==> config.mk <==
export PLATFORM = sky130hd
export DESIGN_NAME = scr1_dbgc_hart_seq
export DESIGN_NICKNAME = d
export VERILOG_FILES = /design/src/rtl/scr1_dbgc_hart_seq.sv
export SDC_FILE = /design/constraint.sdc
export NUM_CORES = 1
export LEC_CHECK = 0
export CAP_MARGIN = 25
export CELL_PAD_IN_SITES_DETAIL_PLACEMENT = 0
export CELL_PAD_IN_SITES_GLOBAL_PLACEMENT = 1
export CORE_ASPECT_RATIO = 1.4
export CORE_UTILIZATION = 32
export CTS_CLUSTER_SIZE = 20
export DETAILED_ROUTE_END_ITERATION = 8
export PLACE_DENSITY_LB_ADDON = 0.1
export SLEW_MARGIN = 10
export SYNTH_ARGS = -nofsm -noshare
export SYNTH_HDL_FRONTEND = slang
export SYNTH_SLANG_ARGS = --single-unit
==> constraint.sdc <==
create_clock -name clk -period 2.85 [get_ports clk]
set_clock_uncertainty 0.2 [all_clocks]
set_input_delay 0.285 -clock clk [delete_from_list [all_inputs] [get_ports clk]]
set_output_delay 0.285 -clock clk [all_outputs]
set_load 0.03 [all_outputs]
==> src/rtl/scr1_dbgc_hart_seq.sv <==
// Debug controller hart sequencer: turns one host HALT/RUN/EXEC/STEP request into a
// hart command handshake, optional re-halt wait, and a single completion pulse.
package scr1_dbgc_hart_seq_pkg;
    localparam int unsigned SCR1_DBGC_DBG_CORE_INSTR_WIDTH = 32;
    localparam int unsigned SCR1_DBGC_DBG_DATA_REG_WIDTH   = 32;

    localparam logic FETCH_SRC_CORE = 1'b0;
    localparam logic FETCH_SRC_DBGC = 1'b1;

    typedef enum logic [1:0] {
        RUN_MODE = 2'd0,
        DBG_MODE = 2'd1
    } type_scr1_dbgc_hart_dbg_mode_e;

    typedef struct packed {
        logic sstep;
        logic brkpt;
    } type_scr1_dbgc_hart_dmode_en_s;

    typedef struct packed {
        logic                          irq_dsbl;
        logic                          fetch_src;
        logic                          pc_advmt_dsbl;
        logic                          hwbrkpt_dsbl;
        type_scr1_dbgc_hart_dmode_en_s dmode_en;
    } type_scr1_dbgc_hart_runctrl_s;

    typedef struct packed {
        logic halted;
        logic timeout;
        logic except;
    } type_scr1_dbgc_hart_state_s;
endpackage

module scr1_dbgc_hart_seq
    import scr1_dbgc_hart_seq_pkg::*;
#(
    parameter int unsigned WAIT_TIMEOUT = 256
) (
    input  logic                                        rst_n,
    input  logic                                        clk,
    input  logic                                        host_op_req,
    input  logic [1:0]                                  host_op,
    input  type_scr1_dbgc_hart_runctrl_s                host_runctrl,
    input  logic [SCR1_DBGC_DBG_CORE_INSTR_WIDTH-1:0]   host_instr,
    input  logic [SCR1_DBGC_DBG_DATA_REG_WIDTH-1:0]     host_ddr_wdata,
    input  logic                                        host_ddr_we,
    output logic                                        host_busy,
    output logic                                        host_done,
    output logic [1:0]                                  host_status,
    output logic [SCR1_DBGC_DBG_DATA_REG_WIDTH-1:0]     host_ddr_rdata,
    output logic                                        host_ddr_upd,
    output type_scr1_dbgc_hart_dbg_mode_e               dbgc_hart_cmd,
    output logic                                        dbgc_hart_cmd_req,
    input  logic                                        dbgc_hart_cmd_ack,
    input  logic                                        dbgc_hart_cmd_nack,
    output type_scr1_dbgc_hart_runctrl_s                dbgc_hart_runctrl,
    input  type_scr1_dbgc_hart_state_s                  dbgc_hart_state,
    output logic [SCR1_DBGC_DBG_CORE_INSTR_WIDTH-1:0]   dbgc_hart_instr,
    output logic [SCR1_DBGC_DBG_DATA_REG_WIDTH-1:0]     dbgc_hart_dreg_out,
    input  logic [SCR1_DBGC_DBG_DATA_REG_WIDTH-1:0]     dbgc_hart_dreg_in,
    input  logic                                        dbgc_hart_dreg_wr
);
    localparam int unsigned WDOG_W = $clog2(WAIT_TIMEOUT);

    localparam logic [1:0] OP_HALT = 2'd0;
    localparam logic [1:0] OP_EXEC = 2'd2;
    localparam logic [1:0] OP_STEP = 2'd3;

    localparam logic [1:0] STS_OK      = 2'd0;
    localparam logic [1:0] STS_NACK    = 2'd1;
    localparam logic [1:0] STS_TIMEOUT = 2'd2;
    localparam logic [1:0] STS_EXCEPT  = 2'd3;

    typedef enum logic [1:0] {
        ST_IDLE,
        ST_REQ,
        ST_WAIT_HALT,
        ST_DONE
    } state_e;

    state_e                                     state_q, state_d;
    logic [1:0]                                 op_q, op_d;
    type_scr1_dbgc_hart_dbg_mode_e              cmd_q, cmd_d;
    logic                                       cmd_req_q, cmd_req_d;
    logic                                       busy_q, busy_d;
    logic                                       done_q, done_d;
    logic [1:0]                                 status_q, status_d;
    logic [WDOG_W-1:0]                          wdog_q, wdog_d;
    type_scr1_dbgc_hart_runctrl_s               runctrl_q, runctrl_d;
    logic [SCR1_DBGC_DBG_CORE_INSTR_WIDTH-1:0]  instr_q, instr_d;
    logic [SCR1_DBGC_DBG_DATA_REG_WIDTH-1:0]    dreg_out_q, dreg_out_d;
    logic [SCR1_DBGC_DBG_DATA_REG_WIDTH-1:0]    rdata_q, rdata_d;
    logic                                       upd_q, upd_d;

    logic op_single;
    assign op_single = (op_q == OP_EXEC) || (op_q == OP_STEP);

    always_comb begin
        state_d    = state_q;
        op_d       = op_q;
        cmd_d      = cmd_q;
        cmd_req_d  = cmd_req_q;
        busy_d     = busy_q;
        done_d     = 1'b0;
        status_d   = status_q;
        wdog_d     = wdog_q;
        runctrl_d  = runctrl_q;
        instr_d    = instr_q;
        dreg_out_d = host_ddr_we ? host_ddr_wdata : dreg_out_q;
        rdata_d    = dbgc_hart_dreg_wr ? dbgc_hart_dreg_in : rdata_q;
        upd_d      = dbgc_hart_dreg_wr;

        case (state_q)
            ST_IDLE: begin
                if (host_op_req) begin
                    state_d   = ST_REQ;
                    op_d      = host_op;
                    busy_d    = 1'b1;
                    cmd_req_d = 1'b1;
                    cmd_d     = (host_op == OP_HALT) ? DBG_MODE : RUN_MODE;
                    runctrl_d = host_runctrl;
                    instr_d   = host_instr;
                    // Single-instruction ops force single-step and pick the fetch source
                    if ((host_op == OP_EXEC) || (host_op == OP_STEP)) begin
                        runctrl_d.fetch_src      = (host_op == OP_EXEC) ? FETCH_SRC_DBGC : FETCH_SRC_CORE;
                        runctrl_d.dmode_en.sstep = 1'b1;
                    end
                end
            end
            ST_REQ: begin
                if (dbgc_hart_cmd_nack) begin
                    cmd_req_d = 1'b0;
                    state_d   = ST_DONE;
                    done_d    = 1'b1;
                    status_d  = ((op_q == OP_HALT) && dbgc_hart_state.timeout) ? STS_TIMEOUT : STS_NACK;
                end else if (dbgc_hart_cmd_ack) begin
                    cmd_req_d = 1'b0;
                    if (op_single) begin
                        state_d = ST_WAIT_HALT;
                        wdog_d  = WDOG_W'(WAIT_TIMEOUT - 1);
                    end else begin
                        state_d  = ST_DONE;
                        done_d   = 1'b1;
                        status_d = STS_OK;
                    end
                end
            end
            ST_WAIT_HALT: begin
                if (dbgc_hart_state.halted) begin
                    state_d  = ST_DONE;
                    done_d   = 1'b1;
                    status_d = dbgc_hart_state.except ? STS_EXCEPT : STS_OK;
                end else if (wdog_q == '0) begin
                    state_d  = ST_DONE;
                    done_d   = 1'b1;
                    status_d = STS_TIMEOUT;
                end else begin
                    wdog_d = wdog_q - WDOG_W'(1);
                end
            end
            ST_DONE: begin
                state_d = ST_IDLE;
                busy_d  = 1'b0;
            end
            default: state_d = ST_IDLE;
        endcase
    end

    always_ff @(posedge clk or negedge rst_n) begin
        if (!rst_n) begin
            state_q    <= ST_IDLE;
            op_q       <= '0;
            cmd_q      <= RUN_MODE;
            cmd_req_q  <= 1'b0;
            busy_q     <= 1'b0;
            done_q     <= 1'b0;
            status_q   <= '0;
            wdog_q     <= '0;
            runctrl_q  <= '0;
            instr_q    <= '0;
            dreg_out_q <= '0;
            rdata_q    <= '0;
            upd_q      <= 1'b0;
        end else begin
            state_q    <= state_d;
            op_q       <= op_d;
            cmd_q      <= cmd_d;
            cmd_req_q  <= cmd_req_d;
            busy_q     <= busy_d;
            done_q     <= done_d;
            status_q   <= status_d;
            wdog_q     <= wdog_d;
            runctrl_q  <= runctrl_d;
            instr_q    <= instr_d;
            dreg_out_q <= dreg_out_d;
            rdata_q    <= rdata_d;
            upd_q      <= upd_d;
        end
    end

    assign host_busy          = busy_q;
    assign host_done          = done_q;
    assign host_status        = status_q;
    assign host_ddr_rdata     = rdata_q;
    assign host_ddr_upd       = upd_q;
    assign dbgc_hart_cmd      = cmd_q;
    assign dbgc_hart_cmd_req  = cmd_req_q;
    assign dbgc_hart_runctrl  = runctrl_q;
    assign dbgc_hart_instr    = instr_q;
    assign dbgc_hart_dreg_out = dreg_out_q;

`ifndef SYNTHESIS
    hart_resp_without_req: assert property (@(posedge clk) disable iff (!rst_n)
        (dbgc_hart_cmd_ack || dbgc_hart_cmd_nack) |-> cmd_req_q)
        else $error("hart ack/nack seen with no command request pending");
`endif

endmodule
==> Yosys cells after proc, flatten, opt, wreduce, memory -nomap -nowiden <==
Cells that the tools add are included.
{ "classes": {"add_sub_neg": 1, "eq_ne": 16, "muxes": 36, "reduce_logical": 16} }
{ "ops": {"columns": ["op", "n"], "rows": [
  ["2-to-1 mux 8 bit", 5],
  ["2-to-1 mux 2 bit", 12],
  ["case mux 8 bit (2 select lines)", 1],
  ["2-to-1 mux 1 bit", 13],
  ["== test 2 bit (second input constant)", 6],
  ["inequality test 2 bit (second input constant)", 6],
  ["inequality test 3 bit (second input constant)", 3],
  ["logical NOT 8 bit", 1],
  ["case mux 2 bit (4 select lines)", 1],
  ["subtractor 8 x 1 -> 8 bit (second input constant)", 1],
  ["logical NOT 2 bit", 3],
  ["case mux 1 bit (2 select lines)", 3],
  ["AND reduction 3 bit", 2],
  ["AND reduction 6 bit", 1],
  ["nonzero test 2 bit", 3],
  ["case mux 2 bit (2 select lines)", 1],
  ["AND reduction 2 bit", 2],
  ["AND reduction 4 bit", 1],
  ["== test 2 x 1 -> 1 bit (second input constant)", 1],
  ["logical OR 1 bit", 2],
  ["logical AND 1 bit", 1]
]} }
{ "word_totals": {"reg_bits": 122, "in_bits": 114, "out_inout_bits": 110, "word_cells": 87} }

==> Logic depth before layout (Yosys ltp) <==
{ "depth": {"depth_word": 6, "mapped_depth": 8, "depth_no_buf": 6} }

==> Least setup slack after synthesis <==
No wires, ideal clock.
{ "synth_timing": {"path_type": "register -> register", "start": "register state_q[1]", "end": "register wdog_q[6]", "setup_ps": 121, "t_arrival_ps": 1760, "required_ps": 2529, "setup_slack_ps": 769, "path_stages_with_launch": 8, "path_buffers": 1, "period_less_slack_ps": 2081, "cell_sequence": "dfrtp_1 -> inv_1 -> ha_1 -> buf_2 -> nor2_1 -> a211oi_2 -> or4b_1 -> a22o_1"} }
{ "synth_between": {"elab_chain_len": 3, "elab_cells_between_ends": 10, "cone_classes": "eq/ne (7); mux (1); reduce/logical (2)"} }
{ "synth_rtl": {"columns": ["element", "line", "source"], "rows": [
  ["from (decl)", "82", "state_e state_q, state_d;"],
  ["from (signal assigned)", "186", "state_q <= state_d;"],
  ["== test 2 bit or == test 2 x 1 -> 1 bit (tied branches)", "114", "case (state_q)"],
  ["inequality test 2 bit (no source line) or nonzero test 2 bit (tied branches)", null, null],
  ["AND reduction 6 bit (no source line)", null, null],
  ["to (signal assigned)", "193", "wdog_q <= wdog_d;"],
  ["to (decl)", "89", "logic [WDOG_W-1:0] wdog_q, wdog_d;"]
]} }
Several ways; a longest one is shown, not always the timed one.
A chain may end at the register's enable or synchronous reset.

==> Worst setup path in the final report <==
{ "layout_timing": {"start": "register state_q[0]", "end": "register wdog_q[6]"} }
Same word-level chain as after synthesis.

==> results.yml <==
power_and_ir_drop:
  ir_drop_mv: 0.600
  seqPwrFrac: 0.324
  intPower_w: 0.00492
  power_density_nw_per_um2: 943
  total_leakage_power_nw: 3.32
  clkPwrFrac: 0.290
  p_sw_w: 0.00264
  sw_frac_of_total: 0.349
  combPwrFrac: 0.386
die:
  die_area_um2: 16000
  core-area_um2: 15100
  start_util: 0.329
  num_rows: 53
  fp.dieW_um: 107
  chipHeight_um: 149
  ioPinCount: 224
hold_path:
  hold_class: "input port to register"
cells_and_area:
  diodes: 0
  finalNetCount: 694
  areaGrowthSynthToFinish_pct: 62.1
  drive_gt1_frac: 0.251
  fill_cells: 1335
  final_util: 0.533
clock_network:
  insertion_delay_ns: 0.41
  numCtsBuffers: 17
  htreeDepth: 4
  clkSinkCount: 121
  cts_tree: "done"
  cts_root_buffer: "clkbuf_16"
  postCtsSetupBuffers: 0
  path_clk_slew_ns: 0.06
  cts_buffer_depth: 2
global_route:
  grt-ovfl-total: 0
  grt_first_pass_wirelength_um: 20300
  antenna_found_initial: 0
  grt_pass1_vias: 3972
  grt_usage: 0.169
  grt_max_degree: 122
detailed_routing:
  routed_wirelength_um: 13000
  vias: 3596
  drt-vias-per-instance: 4.62
  wire_per_inst_um: 16.7
  drtIter0Drc: 86
  dr.pass1.iters: 4
  ant_nets: 0
  drc: 0
sta:
  setup_viol: 0
  max_slew_margin: 0.556
  layout_worst_path_cycle_share: 0.803
  finalHoldViolCount: 0
  setup_slack_ns: 0.561
  holdWs_ns: 0.267
  max_freq_mhz: 437
  final-max-slew-violation-count: 0
  period_needed_ns: 2.29
  setup_tns_ns: 0
  rsz0062_at_grt: "false"
  worstMarginPinSlew_ns: 0.667
critical_path:
  worstSetupStartpointType: "register"
  cp-end-kind: "register"
  crit_path_max_fanout: 14
  crit_path_cell_trace: "inv_1, ha_1, nor2_1, a211oi_2, or4b_1, a22o_1"
  worst_path_largest_cell_delay_ns: 0.45
  worstPathArrival_ns: 2.39
  crit_path_top_delay_cell: "or4b_1"
  worst-setup-path-type: "register to register"
  cp.required_ns: 2.95
place:
  gp_congestion: 0.763
  dp_hpwl_um: 9250
  port_buffers: 222
  dp_worst_setup_slack_ns: 0.561
logic_synthesis:
  netlist_area_um2: 4950
  yosys_warnings: 0
  ys_types: 52
  syn_inst: 342
  ys_seq_area_frac: 0.611
  syn_avg_cell_area_um2: 14.5
  synth_nets: 463
  synth-seq-cells: 121
run:
  cap_viol_max_count: 0
status:
  status: "complete, no violations"
-- worst paths after layout --
kind / cells after the start / slack [ns] / end / startpoint
worst max-delay path: 6 / 0.56 / wdog_q[6]$_DFFE_PN0P_ / state_q[0]$_DFFE_PN0P_
worst min-delay path: 2 / 0.27 / dbgc_hart_dreg_out[13]$_DFFE_PN0P_ / host_ddr_wdata[13]
worst max register to register: 6 / 0.56 / wdog_q[6]$_DFFE_PN0P_ / state_q[0]$_DFFE_PN0P_
worst min register to register: 2 / 0.28 / dbgc_hart_runctrl[4]$_DFFE_PN0P_ / dbgc_hart_runctrl[4]$_DFFE_PN0P_
max in group asynchronous: 3 / 1.64 / dbgc_hart_instr[13]$_DFFE_PN0P_ / rst_n
min in group asynchronous: 3 / 0.31 / dbgc_hart_dreg_out[20]$_DFFE_PN0P_ / rst_n
-- final cells by class --
cell class,instances,area (um^2),area share
sequential,121,3030,0.377
timing repair buffer,228,2290,0.286
multi-input combinational,195,1820,0.227
clock buffer,20,467,0.0581
tap,192,240,0.0299
clock inverter,12,139,0.0173
inverter,10,37.5,0.00468
-- routing by layer --
layer	GRT usage	vias to the layer above	wire [um]
met4	0.0740	0	249
met5	0	-	0
met3	0.0773	17	1200
met2	0.299	142	6870
met1	0.168	1756	4680
li1	-	1681	-
-- through the flow --
| step | cells | power [W] | cell area, um^2 |
|---|---|---|---|
| after floorplan | 342 | 0.00413 | 4950 |
| after global routing | 778 | 0.00794 | 8030 |
| after detailed placement | 745 | 0.00541 | 7410 |
| after CTS | 778 | 0.00766 | 8030 |
| after global placement | 745 | 0.00537 | 7410 |
| final | 778 | 0.00757 | 8030 |
-- registers in the layout, indices dropped and copies added (netlist names), 2 cells and up --
name                flops
dbgc_hart_runctrl       6
state_q                 2
dbgc_hart_instr        32
dbgc_hart_dreg_out     32
op_q                    2
wdog_q                  8
host_status             2
host_ddr_rdata         32
-- power groups by stage --
stage | Combinational [W] | Sequential (W) | Clock [W]
floorplan | 0.000873 | 0.00325 | 0
global placement | 0.00292 | 0.00245 | 0
detailed placement | 0.00294 | 0.00247 | 0
CTS | 0.00295 | 0.00246 | 0.00225
global route | 0.00310 | 0.00252 | 0.00232
finish | 0.00292 | 0.00245 | 0.00219
-- critical path, delay by kind of cell (launching register included) --
kind | cells | cell delay [ns]
adder cells (fa/ha/maj) | 1 | 0.44
AND/OR/NAND/NOR | 2 | 0.57
buffers and inverters | 1 | 0.14
AO/OA/AOI/OAI | 2 | 0.41
flip-flops | 1 | 0.41
-- synthesized netlist by cell type, drive strengths merged --
| cell type | number | area (um^2) |
|---|---|---|
| a211oi | 3 | 27.5 |
| clkbuf | 7 | 26.3 |
| or3 | 1 | 11.3 |
| and4bb | 1 | 12.5 |
| nor4 | 1 | 6.26 |
| and2 | 2 | 12.5 |
| inv | 10 | 37.5 |
| or2 | 1 | 6.26 |
| and4 | 1 | 8.76 |
| nand3 | 2 | 10.0 |
| a41o | 1 | 11.3 |
| nor2 | 8 | 37.5 |
| o21a | 1 | 7.51 |
| o21ai | 12 | 71.3 |
| a311oi | 2 | 23.8 |
| a21oi | 8 | 40.0 |
| a22o | 2 | 17.5 |
| or4b | 2 | 23.8 |
| nand2 | 10 | 40.0 |
| or3b | 3 | 26.3 |
| nand3b | 2 | 15.0 |
| ha | 7 | 87.6 |
| conb | 1 | 3.75 |
| mux2 | 103 | 1160 |
| o31ai | 2 | 15.0 |
| nand4 | 1 | 6.26 |
| a31o | 1 | 8.76 |
| a21boi | 1 | 7.51 |
| or4 | 1 | 7.51 |
| nor4b | 2 | 17.5 |
| and4b | 1 | 10.0 |
| dfrtp | 121 | 3030 |
| mux2i | 2 | 20.0 |
| buf | 9 | 40.0 |
| nand2b | 2 | 12.5 |
| a31oi | 3 | 18.8 |
| and3 | 1 | 6.26 |
| a32o | 1 | 10.0 |
| nor2b | 2 | 12.5 |
| nor3 | 1 | 5.00 |
-- logic make-up after synthesis --
logic type	share of synthesized area
buf+inv	0.0210
other cells	0.000757
mux	0.239
flops	0.611
fa+ha+maj	0.0177
compound gates	0.0523
simple gates	0.0581
-- layout by cell type, fill, tap and decap left out, types with 2 or more instances in the layout --
master	synthesis	layout
nand2_2	1	2
bufinv_16	0	2
ha_1	7	7
clkinvlp_4	0	4
a22o_1	2	2
nor2b_1	2	2
o31ai_1	2	2
inv_6	0	3
o21ai_0	9	9
nor2_1	7	7
nand2_1	9	8
nand3b_1	2	2
o21ai_1	2	2
buf_12	0	2
clkdlybuf4s50_1	0	221
clkinv_4	0	2
nand3_1	2	2
mux2i_1	2	2
inv_1	10	10
clkbuf_16	0	17
nor4b_1	2	2
or3b_2	2	2
mux2_2	94	94
buf_4	1	4
dfrtp_1	121	121
a21oi_1	8	8
a211oi_1	2	2
mux2_1	8	8
nand2b_1	2	2
a31oi_1	3	3
clkbuf_8	0	3
and2_1	2	2
-- timing repair --
| action | CTS | global route |
|---|---|---|
| hold endpoints to repair | 121 | 0 |
| gates resized for setup | 0 | 0 |
| hold buffers | 1 | 0 |
Power figures use the tool's default switching activity.
